[src/rtl/hazard_ctrl_pkg.sv]
// hazard_ctrl_pkg: shared opcodes, field positions, forward encodings and FSM states
package hazard_ctrl_pkg;

    localparam logic [5:0] OP_RTYPE = 6'b000000;
    localparam logic [5:0] OP_LW    = 6'b100011;
    localparam logic [5:0] OP_SW    = 6'b101011;
    localparam logic [5:0] OP_BEQ   = 6'b000100;

    localparam int OP_HI = 31;
    localparam int OP_LO = 26;
    localparam int RS_HI = 25;
    localparam int RS_LO = 21;
    localparam int RT_HI = 20;
    localparam int RT_LO = 16;
    localparam int RD_HI = 15;
    localparam int RD_LO = 11;

    localparam logic [1:0] FWD_RF = 2'b00;
    localparam logic [1:0] FWD_M  = 2'b01;
    localparam logic [1:0] FWD_W  = 2'b10;

    typedef enum logic {RUN, STALL} state_t;

    function automatic logic is_op(input logic [31:0] instr, input logic [5:0] op);
        return instr[OP_HI:OP_LO] == op;
    endfunction

endpackage

[src/rtl/hazard_ctrl_instr_regs.sv]
// instr_regs: decode one instruction word into its source and destination registers
module instr_regs
    import hazard_ctrl_pkg::*;
(
    input  logic [31:0] instr,
    output logic [4:0]  src_a,
    output logic [4:0]  src_b,
    output logic [4:0]  dest,
    output logic        has_src_a,
    output logic        has_src_b,
    output logic        has_dest
);

    logic is_r, is_lw, is_two_src;
    logic unused_low;

    assign is_r       = is_op(instr, OP_RTYPE);
    assign is_lw      = is_op(instr, OP_LW);
    assign is_two_src = is_r | is_op(instr, OP_SW) | is_op(instr, OP_BEQ);
    assign src_a      = instr[RS_HI:RS_LO];
    assign src_b      = instr[RT_HI:RT_LO];
    assign has_src_a  = is_two_src | is_lw;
    assign has_src_b  = is_two_src;
    assign dest       = is_r ? instr[RD_HI:RD_LO] : is_lw ? instr[RT_HI:RT_LO] : 5'd0;
    // $0 is hardwired to zero, so writing it never produces a dependency
    assign has_dest   = (is_r | is_lw) & (dest != 5'd0);
    assign unused_low = ^instr[RD_LO-1:0];

endmodule

[src/rtl/hazard_ctrl.sv]
// hazard_ctrl: stall, flush and forwarding control for the 5-stage pipeline
module hazard_ctrl
    import hazard_ctrl_pkg::*;
#(
    parameter int CNT_W = 16
)
(
    input  logic             clk,
    input  logic             rst_n,
    input  logic [31:0]      instr_d,
    input  logic [31:0]      instr_e,
    input  logic [31:0]      instr_m,
    input  logic [31:0]      instr_w,
    input  logic             branch_taken_d,
    input  logic             mem_ready,
    output logic             stall_f,
    output logic             stall_d,
    output logic             stall_e,
    output logic             stall_m,
    output logic             flush_d,
    output logic             flush_e,
    output logic [1:0]       fwd_a_e,
    output logic [1:0]       fwd_b_e,
    output logic             fwd_a_d,
    output logic             fwd_b_d,
    output logic [CNT_W-1:0] stall_cnt
);

    localparam int D = 0;
    localparam int E = 1;
    localparam int M = 2;
    localparam int W = 3;

    logic [31:0] instr [4];
    logic [4:0]  src_a [4];
    logic [4:0]  src_b [4];
    logic [4:0]  dest [4];
    logic        has_src_a [4];
    logic        has_src_b [4];
    logic        has_dest [4];

    logic   beq_d, r_e, lw_e, r_m, lw_m, hit_e, hit_m, n1, n2, hold, mem_wait;
    state_t state, state_nx;
    logic [1:0] rem, rem_nx;

    assign instr[D] = instr_d;
    assign instr[E] = instr_e;
    assign instr[M] = instr_m;
    assign instr[W] = instr_w;

    for (genvar i = 0; i < 4; i++) begin : g_dec
        instr_regs u_dec (
            .instr     (instr[i]),
            .src_a     (src_a[i]),
            .src_b     (src_b[i]),
            .dest      (dest[i]),
            .has_src_a (has_src_a[i]),
            .has_src_b (has_src_b[i]),
            .has_dest  (has_dest[i])
        );
    end

    assign beq_d    = is_op(instr_d, OP_BEQ);
    assign r_e      = is_op(instr_e, OP_RTYPE);
    assign lw_e     = is_op(instr_e, OP_LW);
    assign r_m      = is_op(instr_m, OP_RTYPE);
    assign lw_m     = is_op(instr_m, OP_LW);
    assign mem_wait = (lw_m | is_op(instr_m, OP_SW)) & ~mem_ready;
    assign hit_e    = has_dest[E] & ((has_src_a[D] & (src_a[D] == dest[E])) |
                                     (has_src_b[D] & (src_b[D] == dest[E])));
    assign hit_m    = has_dest[M] & ((has_src_a[D] & (src_a[D] == dest[M])) |
                                     (has_src_b[D] & (src_b[D] == dest[M])));
    // a beq waiting on a load in E needs two bubbles; every other dependency needs one
    assign n2       = beq_d & lw_e & hit_e;
    assign n1       = (lw_e & hit_e) | (beq_d & r_e & hit_e) | (beq_d & lw_m & hit_m);
    assign hold     = (state == STALL) | n1 | n2;

    // state register and remaining-stall counter
    always_ff @(posedge clk or negedge rst_n) begin
        if (!rst_n) begin
            state <= RUN;
            rem   <= 2'd0;
        end else begin
            state <= state_nx;
            rem   <= rem_nx;
        end
    end

    // next state: memory wait freezes the sequencer, otherwise RUN enters STALL only for two-bubble hazards
    always_comb begin
        state_nx = state;
        rem_nx   = rem;
        if (!mem_wait && state == RUN && n2) begin
            state_nx = STALL;
            rem_nx   = 2'd1;
        end else if (!mem_wait && state == STALL) begin
            rem_nx   = rem - 2'd1;
            state_nx = (rem == 2'd1) ? RUN : STALL;
        end
    end

    // stall and flush enables, forced low while reset is held
    always_comb begin
        stall_f = rst_n & (mem_wait | hold);
        stall_d = rst_n & (mem_wait | hold);
        stall_e = rst_n & mem_wait;
        stall_m = rst_n & mem_wait;
        flush_e = rst_n & ~mem_wait & hold;
        flush_d = rst_n & branch_taken_d & ~mem_wait & ~hold;
    end

    // forwarding selects, M result takes priority over W writeback
    always_comb begin
        fwd_a_e = (r_m & has_dest[M] & has_src_a[E] & (dest[M] == src_a[E])) ? FWD_M :
                  (has_dest[W] & has_src_a[E] & (dest[W] == src_a[E])) ? FWD_W : FWD_RF;
        fwd_b_e = (r_m & has_dest[M] & has_src_b[E] & (dest[M] == src_b[E])) ? FWD_M :
                  (has_dest[W] & has_src_b[E] & (dest[W] == src_b[E])) ? FWD_W : FWD_RF;
        fwd_a_d = beq_d & r_m & has_dest[M] & has_src_a[D] & (dest[M] == src_a[D]);
        fwd_b_d = beq_d & r_m & has_dest[M] & has_src_b[D] & (dest[M] == src_b[D]);
    end

    // saturating count of fetch-stall cycles
    always_ff @(posedge clk or negedge rst_n) begin
        if (!rst_n)
            stall_cnt <= '0;
        else if (stall_f && !(&stall_cnt))
            stall_cnt <= stall_cnt + CNT_W'(1);
    end

endmodule

[config.mk]
export PLATFORM = sky130hd
export DESIGN_NAME = hazard_ctrl
export DESIGN_NICKNAME = d
export VERILOG_FILES = /design/src/rtl/hazard_ctrl_pkg.sv /design/src/rtl/hazard_ctrl_instr_regs.sv /design/src/rtl/hazard_ctrl.sv
export SDC_FILE = /design/constraint.sdc
export NUM_CORES = 1
export LEC_CHECK = 0
export CORE_MARGIN = 8
export CORE_UTILIZATION = 55
export DETAILED_ROUTE_END_ITERATION = 6
export DONT_BUFFER_PORTS = 1
export GPL_ROUTABILITY_DRIVEN = 0
export PLACE_DENSITY = 0.72
export SYNTH_ARGS = -nofsm -noshare
export SYNTH_HDL_FRONTEND = slang
export SYNTH_SLANG_ARGS = --single-unit
[constraint.sdc]
create_clock -name clk -period 10.7 [get_ports clk]
set_clock_uncertainty 0.05 [all_clocks]
set_input_delay 2.14 -clock clk [delete_from_list [all_inputs] [get_ports clk]]
set_output_delay 2.14 -clock clk [all_outputs]
set_load 0.02 [all_outputs]
==> reports/metrics.csv, run 1 <==
stage,metric,value,unit
finish,area delta synth->final,2.34,%
sta,final setup fails,0,
die,I/O pins,160,
power,pwr/cell area,66.4,nW/um2
drt,First DRT Iteration DRCs,59,
synth,number of flops mapped to enable cells by yosys,0,
synth,register area share after synthesis,0.240,
clocking,Root Driver,clkbuf_4,
clocking,register clock-pin slew on the reported worst setup and hold paths,0.10,ns
finish,Fillers,339,
synth,Gate Count Post-Synth,240,
synth,"Top FF cell, synth",dfrtp_1,
drt,drt total wl,5220,um
synth,syn nets,374,
setup_path,CP Capture Type,primary output,
sta,relative slew slack,0.280,
clocking,CTS max path bufs,2,
grt,grt total ovfl,0,
drt,routed vias/inst,6.07,
setup_path,Startpoint Class,input port,
place,pre-CTS setup slack,3.61,ns
grt,gr usage total,0.172,
finish,ANT cells,0,
clocking,clock sinks,19,
place,Post-DP HPWL,4390,um
grt,first-pass GRT wire length,8570,um
synth,#FFs+latches synth,19,
clocking,TritonCTS clock tree,built,
finish,flip-flop and latch area,475,um2
synth,asr flop ratio synth,1.00,
setup_path,crit path buf inv count,0,
die,Initial Utilization,0.558,
sta,final critical-path required period,7.09,ns
setup_path,CP required,8.51,ns
sta,final setup TNS,0,ns
min_path,worst hold path type,reg -> reg,
sta,Final Hold Fails,0,
synth,Synth area leader,dfrtp_1,
synth,"top cells by count, synth","35 x xnor2_1, 23 x nand3_1, 19 x dfrtp_1, 16 x nand2_1, 15 x xor2_1",
run_status,status,"finished, final reports clean",
synth,top-area cell type share of the netlist area,0.240,
setup_path,data arrival time of the worst path,4.90,ns
setup_path,CP top delay family,simple AND/OR/NAND/NOR gates,
sta,Slew Limit Fails,0,
synth,cell with the most instances after synthesis,xnor2_1,
synth,post-synthesis instance area,1980,um2
finish,Multi-input gate area,1420,um2
setup_path,CP max stage delay,0.89,ns
die,full die area,5780,um2
clocking,postcts setup bufs,0,
clocking,TritonCTS buffer count,3,
die,die height,76.0,um
grt,initial antenna violation count,0,
sta,post-route setup slack,3.61,ns
synth,Yosys cell types,49,
drt,vias,1731,
drt,Remaining DRCs,0,
sta,crit share post-route,0.663,
sta,worst slew pin tran,1.07,ns
finish,Layout Nets,372,
setup_path,most frequent CP cell,nor4_1,
synth,Yosys warnings,0,
clocking,total number of H-tree levels,1,
setup_path,CP Cell Sequence,"nor4_1, and2_1, a22o_1, nor4_1, nand3_1, nand2_1, nor4_1, nor4_1",
die,core area,3550,um2
die,Die Wd,76.0,um
synth,Synth area leaders,"dfrtp_1 24%, xnor2_1 15%, xor2_1 6.6%, nand3_1 5.8%, nor4_1 3.8%",
synth,Mean Syn Cell Area,8.25,um2
drt,first-pass iteration count of the detailed router,4,
clocking,hold_buf cts,0,
grt,largest net degree at the start of global routing,24,
power,Leakage,0.828,nW
grt,number of global-route vias before repair,1754,
setup_path,Crit Path Max Fanout,6,
die,Placement Rows,22,
clocking,"Clk Latency, worst-skew pair",0.30,ns
sta,Max Freq,0.141,GHz
finish,layout cells sized above 1,0.0759,
setup_path,Critical-path top delay cell,nor4_1,
power,Worst IR Drop VDD,0.0442,mV
clocking,Resized Gates After CTS,0,
setup_path,critical path type,in -> out,
drt,routed len/inst,18.3,um
job,max_cap viols,0,
drt,ANT nets after route,0,
sta,RSZ-0062 raised after global routing,no,
place,I/O Buffers,0,
worst min-delay path: stages (launching register included):
cell and delay [ns]:
dfrtp_1 0.39, xor2_1 0.08, nand2_1 0.05
layout make-up:
class                           instances  share of cell area
Clock buffer                            4              0.0130
Inverter                                9              0.0167
Multi-Input combinational cell        204               0.702
Sequential cell                        19               0.235
Tap cell                               48              0.0296
Timing Repair Buffer                    1             0.00370
registers in the layout, indices dropped and copies added (netlist names):
signal / count
stall_cnt: 16
rem: 2
state: 1
cell families after synthesis:
family | count (synthesis) | synth area share
muxes | 1 | 0.00758
adders and majority gates | 2 | 0.0126
xor gates and xnor gates | 50 | 0.221
buffers and inverters | 17 | 0.0411
AOI/OAI and AO/OA | 33 | 0.133
DFF | 19 | 0.240
and+or+nand+nor | 118 | 0.344
metal layers:
metal | track usage | share of wire | vias to the layer above
met2 | 0.267 | 0.44 | 75
li1 | - | - | 869
met4 | 0.0314 | 0.012 | 0
met1 | 0.214 | 0.44 | 780
met5 | 0 | 0 | -
met3 | 0.0767 | 0.11 | 7
layout by cell type (no fill, tap or decap), types with 2 or more instances in the layout:
master	n
dfrtp_1	19
o21ai_0	6
nor3b_1	3
nand2_1	16
and2_1	7
or3_1	4
nand4b_1	2
clkbuf_4	3
nand4_1	9
xnor2_1	35
nand3b_1	2
a21o_2	2
xor2_1	15
or4_1	2
or2_2	3
ha_1	2
nor2_1	14
a22o_1	6
inv_1	9
a22oi_1	4
nor3_1	2
and3_1	9
nor4_1	12
a21oi_1	5
nand3_1	23
report_power, final:
group,total (mW),internal [mW],switching [mW],leakage [nW]
clock network,0.0363,0.0146,0.0218,0.0150
logic,0.0210,0.0109,0.0101,0.554
registers,0.0772,0.0732,0.00400,0.259
metrics by stage:
stage	total power, mW	utilization	hold slack [ns]	area (um2)	cells
after floorplan	0.0964	-	0.439	1980	240
after global placement	0.0990	0.563	0.463	2000	281
after detailed placement	0.0996	0.563	0.471	2000	281
after CTS	0.137	0.571	0.499	2030	285
after global routing	0.142	0.571	0.550	2030	285
final	0.135	0.571	0.498	2030	285
path summary, 6_finish.rpt:
check	slack (ns)	cells past startpoint	startpoint	endpoint
setup / recovery	3.61	8	instr_m[26]	fwd_a_e[1]
hold / removal	0.50	2	rem[0]	rem[0]
setup reg to reg	8.38	9	stall_cnt[6]	stall_cnt[1]
hold reg to reg	0.50	2	rem[0]	rem[0]
max in group asynchronous	9.06	0	rst_n	stall_cnt[11]
min in group asynchronous	1.47	0	rst_n	stall_cnt[2]
Note: power is estimated with default switching activity, not from simulation.
==> run 2: changes to the inputs <==
Clock period 10.7 ns to 6.8 ns, I/O delays scaled along.
==> run 2 against run 1 <==
Net effect: sequential share of layout area down 0.087 points; via count is 3.1% higher; total power up 56%; combinational power grew 57%; worst setup slack worse by 2.4 ns; utilization is 0.21 points higher; design area is 0.37% higher; count of clock-buffer cells in the layout unchanged; clock power increased by 53%; non-clock buffer count rose by 1; wire length increased by 4.3%; first-iteration DRC count rose by 20%.
==> reports/metrics.csv, run 2 (same netlist as run 1, synthesis figures left out) <==
stage,metric,value,unit,change
power,Leakage,0.834,nW,+0.66%
grt,first-pass GRT wire length,9040,um,+5.5%
finish,Layout Nets,373,,+0.27%
drt,First DRT Iteration DRCs,71,,+20%
setup_path,critical path type,in -> out,,
finish,area delta synth->final,2.72,%,
die,I/O pins,160,,unchanged
die,Initial Utilization,0.558,,unchanged
sta,relative slew slack,0.307,,+0.0263
sta,Final Hold Fails,0,,unchanged
drt,routed len/inst,19.0,um,+3.9%
sta,Slew Limit Fails,0,,unchanged
sta,worst slew pin tran,1.03,ns,-0.0392 ns
die,full die area,5780,um2,unchanged
finish,most frequent cells in the layout,"35 x xnor2_1, 23 x nand3_1, 19 x dfrtp_1",,
finish,Largest register FFs,16,,unchanged
drt,vias,1785,,+3.1%
setup_path,data arrival time of the worst path,4.14,ns,-0.76 ns
setup_path,CP Capture Type,primary output,,
finish,"commonest non-fill, non-tap cell in the layout",xnor2_1,,
clocking,CTS max path bufs,2,,unchanged
setup_path,R2R Path Start,stall_cnt[6],,
clocking,TritonCTS buffer count,3,,unchanged
setup_path,Crit Path Max Fanout,17,,+11
sta,post-route setup slack,1.25,ns,-2.36 ns
power,Sw Ratio,0.261,,-0.00530
drt,Remaining DRCs,0,,unchanged
place,pre-CTS setup slack,1.26,ns,-2.35 ns
drt,first-pass iteration count of the detailed router,4,,unchanged
die,Die Wd,76.0,um,unchanged
clocking,"Clk Latency, worst-skew pair",0.29,ns,about the same
die,die height,76.0,um,unchanged
drt,drt total wl,5440,um,+4.3%
run_status,status,"finished, final reports clean",,
clocking,Resized Gates After CTS,0,,unchanged
sta,final critical-path required period,5.55,ns,
place,Post-DP HPWL,4560,um,+3.9%
clocking,clock sinks,19,,unchanged
power,pwr/cell area,103,nW/um2,+56%
sta,Max Freq,0.180,GHz,
die,core area,3550,um2,unchanged
grt,largest net degree at the start of global routing,24,,unchanged
clocking,Root Driver,clkbuf_4,,
die,Placement Rows,22,,unchanged
finish,top flop regs,"stall_cnt x16, rem x2, state x1",,
clocking,hold_buf cts,0,,unchanged
finish,layout cells sized above 1,0.0798,,+0.00388
grt,grt total ovfl,0,,unchanged
power,sequential share of power,0.579,,+0.005
job,max_cap viols,0,,unchanged
place,I/O Buffers,0,,unchanged
setup_path,CP required,5.39,ns,-3.12 ns
power,Clock power frac,0.264,,-0.006
power,Int Power,0.155,mW,+57%
grt,initial antenna violation count,0,,unchanged
sta,final setup fails,0,,unchanged
min_path,worst hold path type,reg -> reg,,
clocking,postcts setup bufs,0,,unchanged
power,P_sw,0.0549,mW,+53%
drt,routed vias/inst,6.24,,+2.8%
drt,ANT nets after route,0,,unchanged
grt,number of global-route vias before repair,1864,,+6.3%
clocking,total number of H-tree levels,1,,unchanged
setup_path,Startpoint Class,input port,,
setup_path,Critical path origin,instr_e[26],,
power,Combinational Power Share,0.157,,about the same
finish,Biggest register,stall_cnt,,
finish,ANT cells,0,,unchanged
grt,gr usage total,0.178,,+0.00590
sta,RSZ-0062 raised after global routing,no,,
sta,crit share post-route,0.816,,
clocking,TritonCTS clock tree,built,,
clocking,register clock-pin slew on the reported worst setup and hold paths,0.10,ns,about the same
min_path,min-delay src,rem[0],,
sta,final setup TNS,0,ns,unchanged
power,Worst IR Drop VDD,0.0857,mV,+94%
[run 2: final timing paths]
kind / endpoint / slack, ns / depth (start not counted)
hold / removal: rem[0] / 0.51 / 2
min in group asynchronous: stall_cnt[5] / 0.70 / 0
hold reg to reg: rem[0] / 0.51 / 2
setup reg to reg: stall_cnt[1] / 4.44 / 9
max in group asynchronous: stall_cnt[12] / 5.93 / 0
setup / recovery: stall_d / 1.25 / 8
[run 2: metrics by stage]
stage	power (mW)	instances	util	instance area (um2)	hold slack, ns
2_1_floorplan	0.152	240	-	1980	0.439
3_3_place_gp	0.156	282	0.566	2010	0.459
3_5_place_dp	0.157	282	0.566	2010	0.478
4_1_cts	0.212	286	0.573	2030	0.506
5_1_grt	0.221	286	0.573	2030	0.568
6_report	0.210	286	0.573	2030	0.505
[run 2: area by class of cell]
type	instances	area [um2]
tap	48	60.1
inverter	9	33.8
clock buffer	4	26.3
sequential	19	475
fill	347	1520
timing repair buffer	2	15.0
multi-input combinational	204	1420
[run 2: power groups by stage]
stage | sequential [mW] | clock, mW | combinational [mW]
6_report | 0.122 | 0.0555 | 0.0330
5_1_grt | 0.122 | 0.0624 | 0.0366
4_1_cts | 0.122 | 0.0570 | 0.0331
3_5_place_dp | 0.124 | 0 | 0.0329
3_3_place_gp | 0.124 | 0 | 0.0321
2_1_floorplan | 0.123 | 0 | 0.0288
[run 2: routing by layer]
layer	wire [um]	GRT usage	part of all wire
met4	97	0.0451	0.018
met5	0	0	0
met3	627	0.0767	0.12
met1	2290	0.210	0.42
met2	2430	0.287	0.45
[run 2: worst max-delay path, stage by stage]
cell,delay (ns)
or4_4,0.55
nor3_4,0.30
a22oi_1,0.23
xnor2_1,0.18
nor4_1,0.31
a32oi_1,0.25
o211ai_4,0.51
and2_1,0.45
==> run 3: changes to the inputs <==
Clock period 6.8 ns to 5.15 ns, I/O delays scaled along.
==> run 3 against run 2 <==
Net effect: non-clock buffer count increased by 6; via count decreased by 0.95%; highest routed layer unchanged; first-iteration DRC count shrank 23%; clock power is 36% higher; sequential share of layout area is 0.52 points lower; worst setup slack got worse by 0.64 ns; total power is 33% higher; count of clock-buffer cells in the layout shrank 1; largest cell class unchanged; utilization grew 1.3 points; global-route usage down 0.46 points.
==> reports/metrics.csv, run 3 (same netlist as run 1, synthesis figures left out) <==
stage,metric,value,unit,change
run_status,status,"finished, final reports clean",,
sta,Slew Limit Fails,0,,unchanged
clocking,postcts setup bufs,0,,unchanged
die,full die area,5780,um2,unchanged
grt,number of global-route vias before repair,1781,,-4.5%
power,pwr/cell area,134,nW/um2,+30%
finish,Fillers,338,,-2.6%
drt,First DRT Iteration DRCs,55,,-23%
finish,"commonest non-fill, non-tap cell in the layout",xnor2_1,,
setup_path,CP top delay family,simple AND/OR/NAND/NOR gates,,
sta,Max Freq,0.220,GHz,
clocking,clock sinks,19,,unchanged
finish,Non-Filler Instances,292,,+2.1%
finish,Largest register FFs,16,,unchanged
min_path,worst hold path type,in -> async,,
clocking,TritonCTS clock tree,built,,
drt,first-pass iteration count of the detailed router,4,,unchanged
die,die height,76.0,um,unchanged
sta,relative slew slack,0.508,,+0.201
finish,most frequent cells in the layout,"35 x xnor2_1, 23 x nand3_1, 19 x dfrtp_1",,
grt,first-pass GRT wire length,8680,um,-4.0%
setup_path,Crit Path Max Fanout,8,,-9
sta,RSZ-0062 raised after global routing,no,,
clocking,"Clk Latency, worst-skew pair",0.29,ns,about the same
clocking,Resized Gates After CTS,0,,unchanged
setup_path,crit path buf inv count,0,,unchanged
die,Die Wd,76.0,um,unchanged
finish,top flop regs,"stall_cnt x16, rem x2, state x1",,
clocking,register clock-pin slew on the reported worst setup and hold paths,0.11,ns,about the same
power,Leakage,0.869,nW,+4.2%
clocking,total number of H-tree levels,1,,unchanged
drt,routed vias/inst,6.05,,-3.0%
sta,final critical-path required period,4.54,ns,
setup_path,critical path type,in -> out,,
setup_path,R2R Setup Slk,2.83,ns,-1.61 ns
die,Placement Rows,22,,unchanged
die,Initial Utilization,0.558,,unchanged
clocking,hold_buf cts,0,,unchanged
finish,Layout Nets,379,,+1.6%
grt,largest net degree at the start of global routing,24,,unchanged
finish,layout cells sized above 1,0.107,,+0.0267
place,Post-DP HPWL,4580,um,+0.55%
clocking,Root Driver,clkbuf_4,,
setup_path,CP required,4.07,ns,-1.32 ns
job,max_cap viols,0,,unchanged
die,I/O pins,160,,unchanged
setup_path,Critical-path top delay cell,or4_4,,
drt,ANT nets after route,0,,unchanged
place,area post-placement,2050,um2,+2.2%
place,I/O Buffers,0,,unchanged
drt,Remaining DRCs,0,,unchanged
sta,crit share post-route,0.882,,
finish,area delta synth->final,5.05,%,
setup_path,CP max stage delay,0.55,ns,about the same
grt,gr usage total,0.173,,-0.00463
setup_path,CP Cell Sequence,"or4_4, nor3_4, a22oi_1, xnor2_1, nor4_1, a32oi_1, o211ai_4, and2_1",,
grt,initial antenna violation count,0,,unchanged
finish,Biggest register,stall_cnt,,
setup_path,data arrival time of the worst path,3.46,ns,-0.68 ns
setup_path,CP Capture Type,primary output,,
grt,grt total ovfl,0,,unchanged
drt,routed len/inst,18.7,um,-1.7%
place,Post-Place Cells,288,,+2.1%
power,Worst IR Drop VDD,0.138,mV,+61%
finish,ANT cells,0,,unchanged
clocking,TritonCTS buffer count,3,,unchanged
setup_path,Startpoint Class,input port,,
power,Pwr Total,0.280,mW,+33%
drt,drt total wl,5460,um,+0.31%
clocking,CTS max path bufs,2,,unchanged
die,core area,3550,um2,unchanged
finish,design area,2080,um2,+2.3%
sta,worst slew pin tran,0.735,ns,-0.295 ns
drt,vias,1768,,-0.95%
sta,final setup fails,0,,unchanged
sta,Final Hold Fails,0,,unchanged
sta,final setup TNS,0,ns,unchanged
[run 3: changes by cell type in the layout (fill, tap and decap cells not counted), sizes merged]
| cell | delta |
|---|---|
| buf | +6 |
| clkbuf | -1 |
| clkinv | +1 |
[run 3: through the flow]
step | utilization | setup WS (ns) | hold WS [ns]
5_1_grt | 0.586 | 0.452 | 0.338
3_3_place_gp | 0.578 | 0.609 | 0.461
4_1_cts | 0.586 | 0.599 | 0.353
2_1_floorplan | - | 0.614 | 0.439
3_5_place_dp | 0.578 | 0.603 | 0.487
6_report | 0.586 | 0.607 | 0.362
[run 3: power breakdown]
| part | switching [mW] | leakage (nW) | total, mW | internal (mW) |
|---|---|---|---|---|
| registers | 0.00821 | 0.259 | 0.160 | 0.152 |
| clock network | 0.0465 | 0.0177 | 0.0754 | 0.0289 |
| logic | 0.0208 | 0.592 | 0.0439 | 0.0231 |
| total | 0.0755 | 0.869 | 0.280 | 0.204 |
[run 3: final timing paths]
| check | depth (start not counted) | end | from |
|---|---|---|---|
| worst max-delay path | 8 | stall_d | instr_e[26] |
| worst min-delay path | 0 | stall_cnt[9] | rst_n |
| worst max register to register | 9 | stall_cnt[1] | stall_cnt[6] |
| worst min register to register | 2 | rem[0] | rem[0] |
| max in group asynchronous | 0 | rem[1] | rst_n |
| min in group clk | 2 | rem[0] | rem[0] |
[run 3: final cells by class]
cell class,instances,area (um2),area share
clock buffers,3,22.5,0.0108
clock inverters,1,5.00,0.00241
inverters,9,33.8,0.0162
multi-input cells,204,1420,0.684
flip-flops and latches,19,475,0.229
well taps,48,60.1,0.0289
repair buffers,8,60.1,0.0289
[run 3: layer usage]
metal	vias up	part of all wire	GRT usage
met4	0	0.0064	0.0235
met5	-	0	0
met3	4	0.12	0.0731
met1	805	0.43	0.212
met2	79	0.45	0.280
li1	880	-	-
